<file path="src/rtl/mem_access_lsu.sv">
// Memory-stage load/store unit: decode, alignment check, req/ack data port, load extension.
// Latency 1 for non-memory/misaligned ops; memory ops hold stallreq until ack or TIMEOUT abort.
module mem_access_lsu #(
  parameter int TIMEOUT = 16
) (
  input  logic        clk,
  input  logic        rst,
  input  logic        in_valid,
  input  logic [7:0]  ex_aluop,
  input  logic [31:0] mem_addr,
  input  logic [31:0] rt_data,
  input  logic [4:0]  reg_waddr_i,
  input  logic        we_i,
  input  logic [31:0] reg_wdata_i,
  output logic        dmem_req,
  output logic        dmem_we,
  output logic [31:0] dmem_addr,
  output logic [3:0]  dmem_be,
  output logic [31:0] dmem_wdata,
  input  logic        dmem_ack,
  input  logic [31:0] dmem_rdata,
  output logic        out_valid,
  output logic [4:0]  reg_waddr_o,
  output logic        we_o,
  output logic [31:0] reg_wdata_o,
  output logic        stallreq,
  output logic        misalign,
  output logic        timeout_err
);

  localparam logic [7:0] EXE_LB_OP  = 8'b1110_0000;
  localparam logic [7:0] EXE_LH_OP  = 8'b1110_0001;
  localparam logic [7:0] EXE_LW_OP  = 8'b1110_0011;
  localparam logic [7:0] EXE_LBU_OP = 8'b1110_0100;
  localparam logic [7:0] EXE_LHU_OP = 8'b1110_0101;
  localparam logic [7:0] EXE_SB_OP  = 8'b1110_1000;
  localparam logic [7:0] EXE_SH_OP  = 8'b1110_1001;
  localparam logic [7:0] EXE_SW_OP  = 8'b1110_1011;
  localparam logic [7:0] TMO_LAST   = 8'(TIMEOUT - 1);

  typedef enum logic {IDLE, REQ} state_t;

  state_t      state_q, state_d;
  logic [7:0]  cnt_q, cnt_d;
  logic [7:0]  op_q, op_d;
  logic [1:0]  lane_q, lane_d;
  logic [4:0]  waddr_q, waddr_d;
  logic        we_q, we_d;
  logic        dmem_req_q, dmem_req_d;
  logic        dmem_we_q, dmem_we_d;
  logic [31:0] dmem_addr_q, dmem_addr_d;
  logic [3:0]  dmem_be_q, dmem_be_d;
  logic [31:0] dmem_wdata_q, dmem_wdata_d;
  logic        out_valid_q, out_valid_d;
  logic [4:0]  reg_waddr_o_q, reg_waddr_o_d;
  logic        we_o_q, we_o_d;
  logic [31:0] reg_wdata_o_q, reg_wdata_o_d;
  logic        misalign_q, misalign_d;
  logic        timeout_err_q, timeout_err_d;

  logic        is_byte, is_half, is_word, is_store, is_mem, is_mis;
  logic [3:0]  be_req;
  logic [31:0] wdata_req;
  logic [7:0]  byte_sel;
  logic [15:0] half_sel;
  logic [31:0] load_data;

  always_comb begin
    is_byte  = 1'b0;
    is_half  = 1'b0;
    is_word  = 1'b0;
    is_store = 1'b0;
    case (ex_aluop)
      EXE_LB_OP, EXE_LBU_OP: is_byte = 1'b1;
      EXE_LH_OP, EXE_LHU_OP: is_half = 1'b1;
      EXE_LW_OP:             is_word = 1'b1;
      EXE_SB_OP: begin is_byte = 1'b1; is_store = 1'b1; end
      EXE_SH_OP: begin is_half = 1'b1; is_store = 1'b1; end
      EXE_SW_OP: begin is_word = 1'b1; is_store = 1'b1; end
      default: ;
    endcase
    is_mem = is_byte | is_half | is_word;
    is_mis = (is_half && mem_addr[0]) || (is_word && (mem_addr[1:0] != 2'b00));

    if (is_word) begin
      be_req    = 4'b1111;
      wdata_req = rt_data;
    end else if (is_half) begin
      be_req    = mem_addr[1] ? 4'b1100 : 4'b0011;
      wdata_req = {2{rt_data[15:0]}};
    end else begin
      be_req    = 4'b0001 << mem_addr[1:0];
      wdata_req = {4{rt_data[7:0]}};
    end
  end

  // Lane extraction uses the opcode/offset captured at issue, not the live inputs.
  always_comb begin
    byte_sel = dmem_rdata[{lane_q, 3'b000} +: 8];
    half_sel = lane_q[1] ? dmem_rdata[31:16] : dmem_rdata[15:0];
    case (op_q)
      EXE_LB_OP:  load_data = {{24{byte_sel[7]}}, byte_sel};
      EXE_LBU_OP: load_data = {24'h0, byte_sel};
      EXE_LH_OP:  load_data = {{16{half_sel[15]}}, half_sel};
      EXE_LHU_OP: load_data = {16'h0, half_sel};
      EXE_LW_OP:  load_data = dmem_rdata;
      default:    load_data = 32'h0;
    endcase
  end

  assign stallreq = (state_q == REQ) || (in_valid && is_mem && !is_mis);

  always_comb begin
    state_d       = state_q;
    cnt_d         = cnt_q;
    op_d          = op_q;
    lane_d        = lane_q;
    waddr_d       = waddr_q;
    we_d          = we_q;
    dmem_req_d    = dmem_req_q;
    dmem_we_d     = dmem_we_q;
    dmem_addr_d   = dmem_addr_q;
    dmem_be_d     = dmem_be_q;
    dmem_wdata_d  = dmem_wdata_q;
    out_valid_d   = 1'b0;
    reg_waddr_o_d = reg_waddr_o_q;
    we_o_d        = we_o_q;
    reg_wdata_o_d = reg_wdata_o_q;
    misalign_d    = 1'b0;
    timeout_err_d = 1'b0;

    case (state_q)
      IDLE: begin
        if (in_valid) begin
          if (!is_mem) begin
            out_valid_d   = 1'b1;
            reg_waddr_o_d = reg_waddr_i;
            we_o_d        = we_i;
            reg_wdata_o_d = reg_wdata_i;
          end else if (is_mis) begin
            out_valid_d   = 1'b1;
            misalign_d    = 1'b1;
            reg_waddr_o_d = reg_waddr_i;
            we_o_d        = 1'b0;
            reg_wdata_o_d = 32'h0;
          end else begin
            op_d         = ex_aluop;
            lane_d       = mem_addr[1:0];
            waddr_d      = reg_waddr_i;
            we_d         = we_i;
            dmem_req_d   = 1'b1;
            dmem_we_d    = is_store;
            dmem_addr_d  = {mem_addr[31:2], 2'b00};
            dmem_be_d    = be_req;
            dmem_wdata_d = wdata_req;
            cnt_d        = 8'h0;
            state_d      = REQ;
          end
        end
      end
      REQ: begin
        if (dmem_ack) begin
          state_d       = IDLE;
          dmem_req_d    = 1'b0;
          out_valid_d   = 1'b1;
          reg_waddr_o_d = waddr_q;
          we_o_d        = we_q & ~dmem_we_q;
          reg_wdata_o_d = load_data;
        end else if (cnt_q == TMO_LAST) begin
          state_d       = IDLE;
          dmem_req_d    = 1'b0;
          out_valid_d   = 1'b1;
          timeout_err_d = 1'b1;
          reg_waddr_o_d = waddr_q;
          we_o_d        = 1'b0;
          reg_wdata_o_d = 32'h0;
        end else begin
          cnt_d = cnt_q + 8'h1;
        end
      end
      default: state_d = IDLE;
    endcase
  end

  always_ff @(posedge clk or negedge rst) begin
    if (!rst) begin
      state_q       <= IDLE;
      cnt_q         <= 8'h0;
      op_q          <= 8'h0;
      lane_q        <= 2'b00;
      waddr_q       <= 5'h0;
      we_q          <= 1'b0;
      dmem_req_q    <= 1'b0;
      dmem_we_q     <= 1'b0;
      dmem_addr_q   <= 32'h0;
      dmem_be_q     <= 4'h0;
      dmem_wdata_q  <= 32'h0;
      out_valid_q   <= 1'b0;
      reg_waddr_o_q <= 5'h0;
      we_o_q        <= 1'b0;
      reg_wdata_o_q <= 32'h0;
      misalign_q    <= 1'b0;
      timeout_err_q <= 1'b0;
    end else begin
      state_q       <= state_d;
      cnt_q         <= cnt_d;
      op_q          <= op_d;
      lane_q        <= lane_d;
      waddr_q       <= waddr_d;
      we_q          <= we_d;
      dmem_req_q    <= dmem_req_d;
      dmem_we_q     <= dmem_we_d;
      dmem_addr_q   <= dmem_addr_d;
      dmem_be_q     <= dmem_be_d;
      dmem_wdata_q  <= dmem_wdata_d;
      out_valid_q   <= out_valid_d;
      reg_waddr_o_q <= reg_waddr_o_d;
      we_o_q        <= we_o_d;
      reg_wdata_o_q <= reg_wdata_o_d;
      misalign_q    <= misalign_d;
      timeout_err_q <= timeout_err_d;
    end
  end

  assign dmem_req    = dmem_req_q;
  assign dmem_we     = dmem_we_q;
  assign dmem_addr   = dmem_addr_q;
  assign dmem_be     = dmem_be_q;
  assign dmem_wdata  = dmem_wdata_q;
  assign out_valid   = out_valid_q;
  assign reg_waddr_o = reg_waddr_o_q;
  assign we_o        = we_o_q;
  assign reg_wdata_o = reg_wdata_o_q;
  assign misalign    = misalign_q;
  assign timeout_err = timeout_err_q;

endmodule

</file>
<file path="config.mk">
export PLATFORM = sky130hd
export DESIGN_NAME = mem_access_lsu
export DESIGN_NICKNAME = d
export VERILOG_FILES = /design/src/rtl/mem_access_lsu.sv
export SDC_FILE = /design/constraint.sdc
export NUM_CORES = 1
export LEC_CHECK = 0
export CORE_AREA = 2 2 150 152
export DETAILED_ROUTE_END_ITERATION = 10
export DIE_AREA = 0 0 152 154
export GPL_ROUTABILITY_DRIVEN = 0
export SKIP_CTS_REPAIR_TIMING = 1
export SYNTH_ARGS = -nofsm -noshare
export SYNTH_HDL_FRONTEND = slang
export SYNTH_SLANG_ARGS = --single-unit
export TNS_END_PERCENT = 1
</file>
<file path="constraint.sdc">
create_clock -name clk -period 2.2 [get_ports clk]
set_input_delay 0.44 -clock clk [delete_from_list [all_inputs] [get_ports clk]]
set_output_delay 0.44 -clock clk [all_outputs]
set_load 0.02 [all_outputs]
</file>
==> results of run 1 <==
## flip-flops by register name, indices dropped and copies added, names as in the netlist
| signal | flops |
|---|---|
| cnt_q | 8 |
| dmem_addr | 30 |
| dmem_be | 4 |
| dmem_req | 1 |
| dmem_wdata | 32 |
| dmem_we | 1 |
| lane_q | 2 |
| misalign | 1 |
| op_q | 8 |
| out_valid | 1 |
| reg_waddr_o | 5 |
| reg_wdata_o | 32 |
| state_q | 1 |
| timeout_err | 1 |
| waddr_q | 5 |
| we_o | 1 |
| we_q | 1 |
## cell type report
class | count | area share, %
Sequential cell | 134 | 32.2
Timing Repair Buffer | 317 | 31.3
Multi-Input combinational cell | 486 | 26.9
Clock buffer | 18 | 4.22
Tap cell | 280 | 3.36
Clock inverter | 14 | 1.90
Inverter | 4 | 0.144
Antenna cell | 1 | 0.0240
## power by group through the flow
| stage | Sequential [mW] | Clock, mW | Combinational [mW] |
|---|---|---|---|
| final | 2.99 | 3.09 | 2.01 |
| after global routing | 3.04 | 3.31 | 2.16 |
| after CTS | 2.99 | 3.18 | 2.03 |
| after detailed placement | 3.02 | 0 | 2.02 |
| after global placement | 3.02 | 0 | 2.00 |
| after floorplan | 3.31 | 0 | 0.572 |
## cell usage in the layout (no fill, tap or decap), types with 6 or more instances in the layout
cell type / instances
clkbuf_16: 17
nand2_1: 189
dlymetal6s2s_1: 6
nand3_1: 9
a31oi_1: 16
buf_4: 43
nor2_1: 49
clkdlybuf4s50_1: 247
a22oi_1: 25
nor3b_1: 8
a21oi_2: 12
nor3_1: 10
dfrtp_1: 134
a21oi_1: 24
mux2i_1: 16
a221o_1: 24
nand2b_1: 8
nor2b_1: 18
mux2_2: 10
o21ai_0: 25
buf_12: 17
## per-stage QoR
stage	utilization [%]	setup slack, ns
2_1_floorplan	-	0.312
3_3_place_gp	44.9	-0.575
3_5_place_dp	44.9	-0.589
4_1_cts	47.8	-0.592
5_1_grt	48.0	0.0377
6_report	48.0	0.0786
## worst max-delay path: cells and delay by family
kind	cells	cell delay [ns]
buf+inv	2	0.59
simple gates	3	0.65
## worst max path at each step
stage	from	depth (start not counted)	endpoint	slack, ns
2_1_floorplan	ex_aluop[7]	6	dmem_wdata[13]	0.31
3_3_place_gp	ex_aluop[3]	6	stallreq	-0.57
3_5_place_dp	ex_aluop[3]	6	stallreq	-0.59
4_1_cts	ex_aluop[3]	6	stallreq	-0.59
5_1_grt	ex_aluop[4]	5	stallreq	0.04
6_report	ex_aluop[4]	5	stallreq	0.08
## kinds of logic after synthesis
kind of cell	synth area share, %
simple gates	22.2
compound gates	16.0
flops	52.4
buf+inv	4.20
mux	4.26
xor+xnor	0.684
fa+ha+maj	0.195
other cells	0.0586
## layer usage
layer	wire length (um)	vias up	global-route usage (%)	share of wire (%)
met5	0	-	0	0
met4	292	0	5.79	1.3
met3	1890	15	7.13	8.7
met2	10100	262	30.4	47
met1	9450	2806	23.7	43
li1	-	2888	-	-
==> flow_metrics.tcl, run 1 <==
set metrics [dict create \
    synth_seq_cells 134 \
    setup_viol 0 \
    seqPwrFrac_pct 37.0 \
    cts_max_level 4 \
    hpwl_mm 16.3 \
    min_from "op_q[6]" \
    reg2reg_slack_ns 0.25 \
    maxCapViolations 0 \
    overflow 0 \
    wl_mm 21.8 \
    p_leak_nw 4.67 \
    post-route-min-period_ns 2.12 \
    p_switching_mw 2.34 \
    yosysMostFrequentCell "nand2_1" \
    min_to "op_q[6]" \
    synth_flop_cell "dfrtp_1" \
    tns_ns 0 \
    hp-class "flop to flop" \
    drv_slew 0 \
    end_kind "output pin" \
    postRouteAntennaNets 0 \
    clock-sinks 134 \
    ctsLongestPathBuffers 2 \
    hold_ws_ns 0.466 \
    rows 54 \
    cpPeakStageDelay_ns 0.46 \
    vias 5971 \
    cts_root_buf "clkbuf_16" \
    register_area_um2 3350 \
    drtIter0Drc 221 \
    grt_usage_pct 18.9 \
    nets 1107 \
    fmax_mhz 471 \
    synth.top_cell.area_share_pct 52.4 \
    pwr-share-clk_pct 38.2 \
    postSynthAreaPerCell_um2 9.58 \
    hold_depth 1 \
    grt_max_degree 42 \
    slew_headroom_pct 58.2 \
    synth_area_um2 6400 \
    fillers 2061 \
    grt_pass1_wl_mm 34.8 \
    ir_worst_vdd_mv 0.515 \
    multi_input_area_um2 2800 \
    grt_pass1_vias 6160 \
    yosys-top-cells-area "dfrtp_1 52%, nand2_1 11%, a221o_1 3.8%" \
    r2r_cells 7 \
    clk_latency_ns 0.42 \
    dieArea_um2 23400 \
    share_comb_of_total_power_pct 24.8 \
    drive_gt1_share_pct 13.7 \
    p_total_mw 8.09 \
    status "finished, final reports clean" \
    cp.required_ns 1.76 \
    synth_cell_types 49 \
    fp.dieH_um 154 \
    r2r_start "lane_q[0]" \
    crit_slowest_cell "clkdlybuf4s50_1" \
    final_cell_area_um2 10400 \
    synth-async-reset-ratio_pct 100 \
    antenna_found_initial 1 \
    cts_tree "yes" \
    hold_viol_final 0 \
    die_w_um 152 \
    p_sw_share_pct 28.9 \
    crit_path_start_kind "input port" \
    crit_type "input port to output pin" \
    synth-edff-count 0 \
    io_buffers 255 \
    clkTransAtPathRegs_ns 0.06 \
    syn_inst 668 \
    yosysWarnings 0 \
    p_int_mw 5.75 \
    core_area_um2 21700 \
    final_cells 1254 \
    dp.cells 1220 \
    dr.pass1.iters 8 \
    finalCritPeriodShare_pct 96.4 \
    critical_path_arrival_ns 1.68 \
    r2r_end "reg_wdata_o[8]" \
    fin_skew_ns 0.00991 \
    floorplan.initialDensity_pct 29.5 \
    pin_count 258 \
    power.density_nw_per_um2 777 \
    postPlaceCellArea_um2 9730 \
    yosysTopAreaCell "dfrtp_1" \
    path_cells "clkdlybuf4s50_1 -> and4b_1 -> and3_4 -> or2_2 -> buf_6" \
    worst_pin_slew_ns 0.626 \
    critPathMaxFanout 2 \
    wl_per_cell_um 17.4 \
    via_per_inst 4.76 \
    rsz0062_at_grt "no" \
    syn_to_final_growth_pct 62.7 \
    post-route-drc-count 0 \
    cts_inserted_buffers 17 \
    synth_common_cells "189 x nand2_1, 134 x dfrtp_1, 49 x nor2_1" \
    ys_seq_area_share_pct 52.4 \
]
Note: power is estimated with default switching activity, not from simulation.
==> run 2, diff against run 1 <==
--- a/config.mk
+++ b/config.mk
@@ -6,10 +6,12 @@
 export NUM_CORES = 1
 export LEC_CHECK = 0
 export CORE_AREA = 2 2 150 152
+export CTS_CLUSTER_DIAMETER = 50
 export DETAILED_ROUTE_END_ITERATION = 10
 export DIE_AREA = 0 0 152 154
 export GPL_ROUTABILITY_DRIVEN = 0
 export SKIP_CTS_REPAIR_TIMING = 1
+export SLEW_MARGIN = 25
 export SYNTH_ARGS = -nofsm -noshare
 export SYNTH_HDL_FRONTEND = slang
 export SYNTH_SLANG_ARGS = --single-unit
==> results of run 2 <==
No change in the layout: final DEF, timing and power equal those of run 1.
==> run 3, diff against run 2 <==
--- a/config.mk
+++ b/config.mk
@@ -11,7 +11,6 @@
 export DIE_AREA = 0 0 152 154
 export GPL_ROUTABILITY_DRIVEN = 0
 export SKIP_CTS_REPAIR_TIMING = 1
-export SLEW_MARGIN = 25
 export SYNTH_ARGS = -nofsm -noshare
 export SYNTH_HDL_FRONTEND = slang
 export SYNTH_SLANG_ARGS = --single-unit
==> results of run 3 <==
No change in the layout: final DEF, timing and power equal those of run 1.
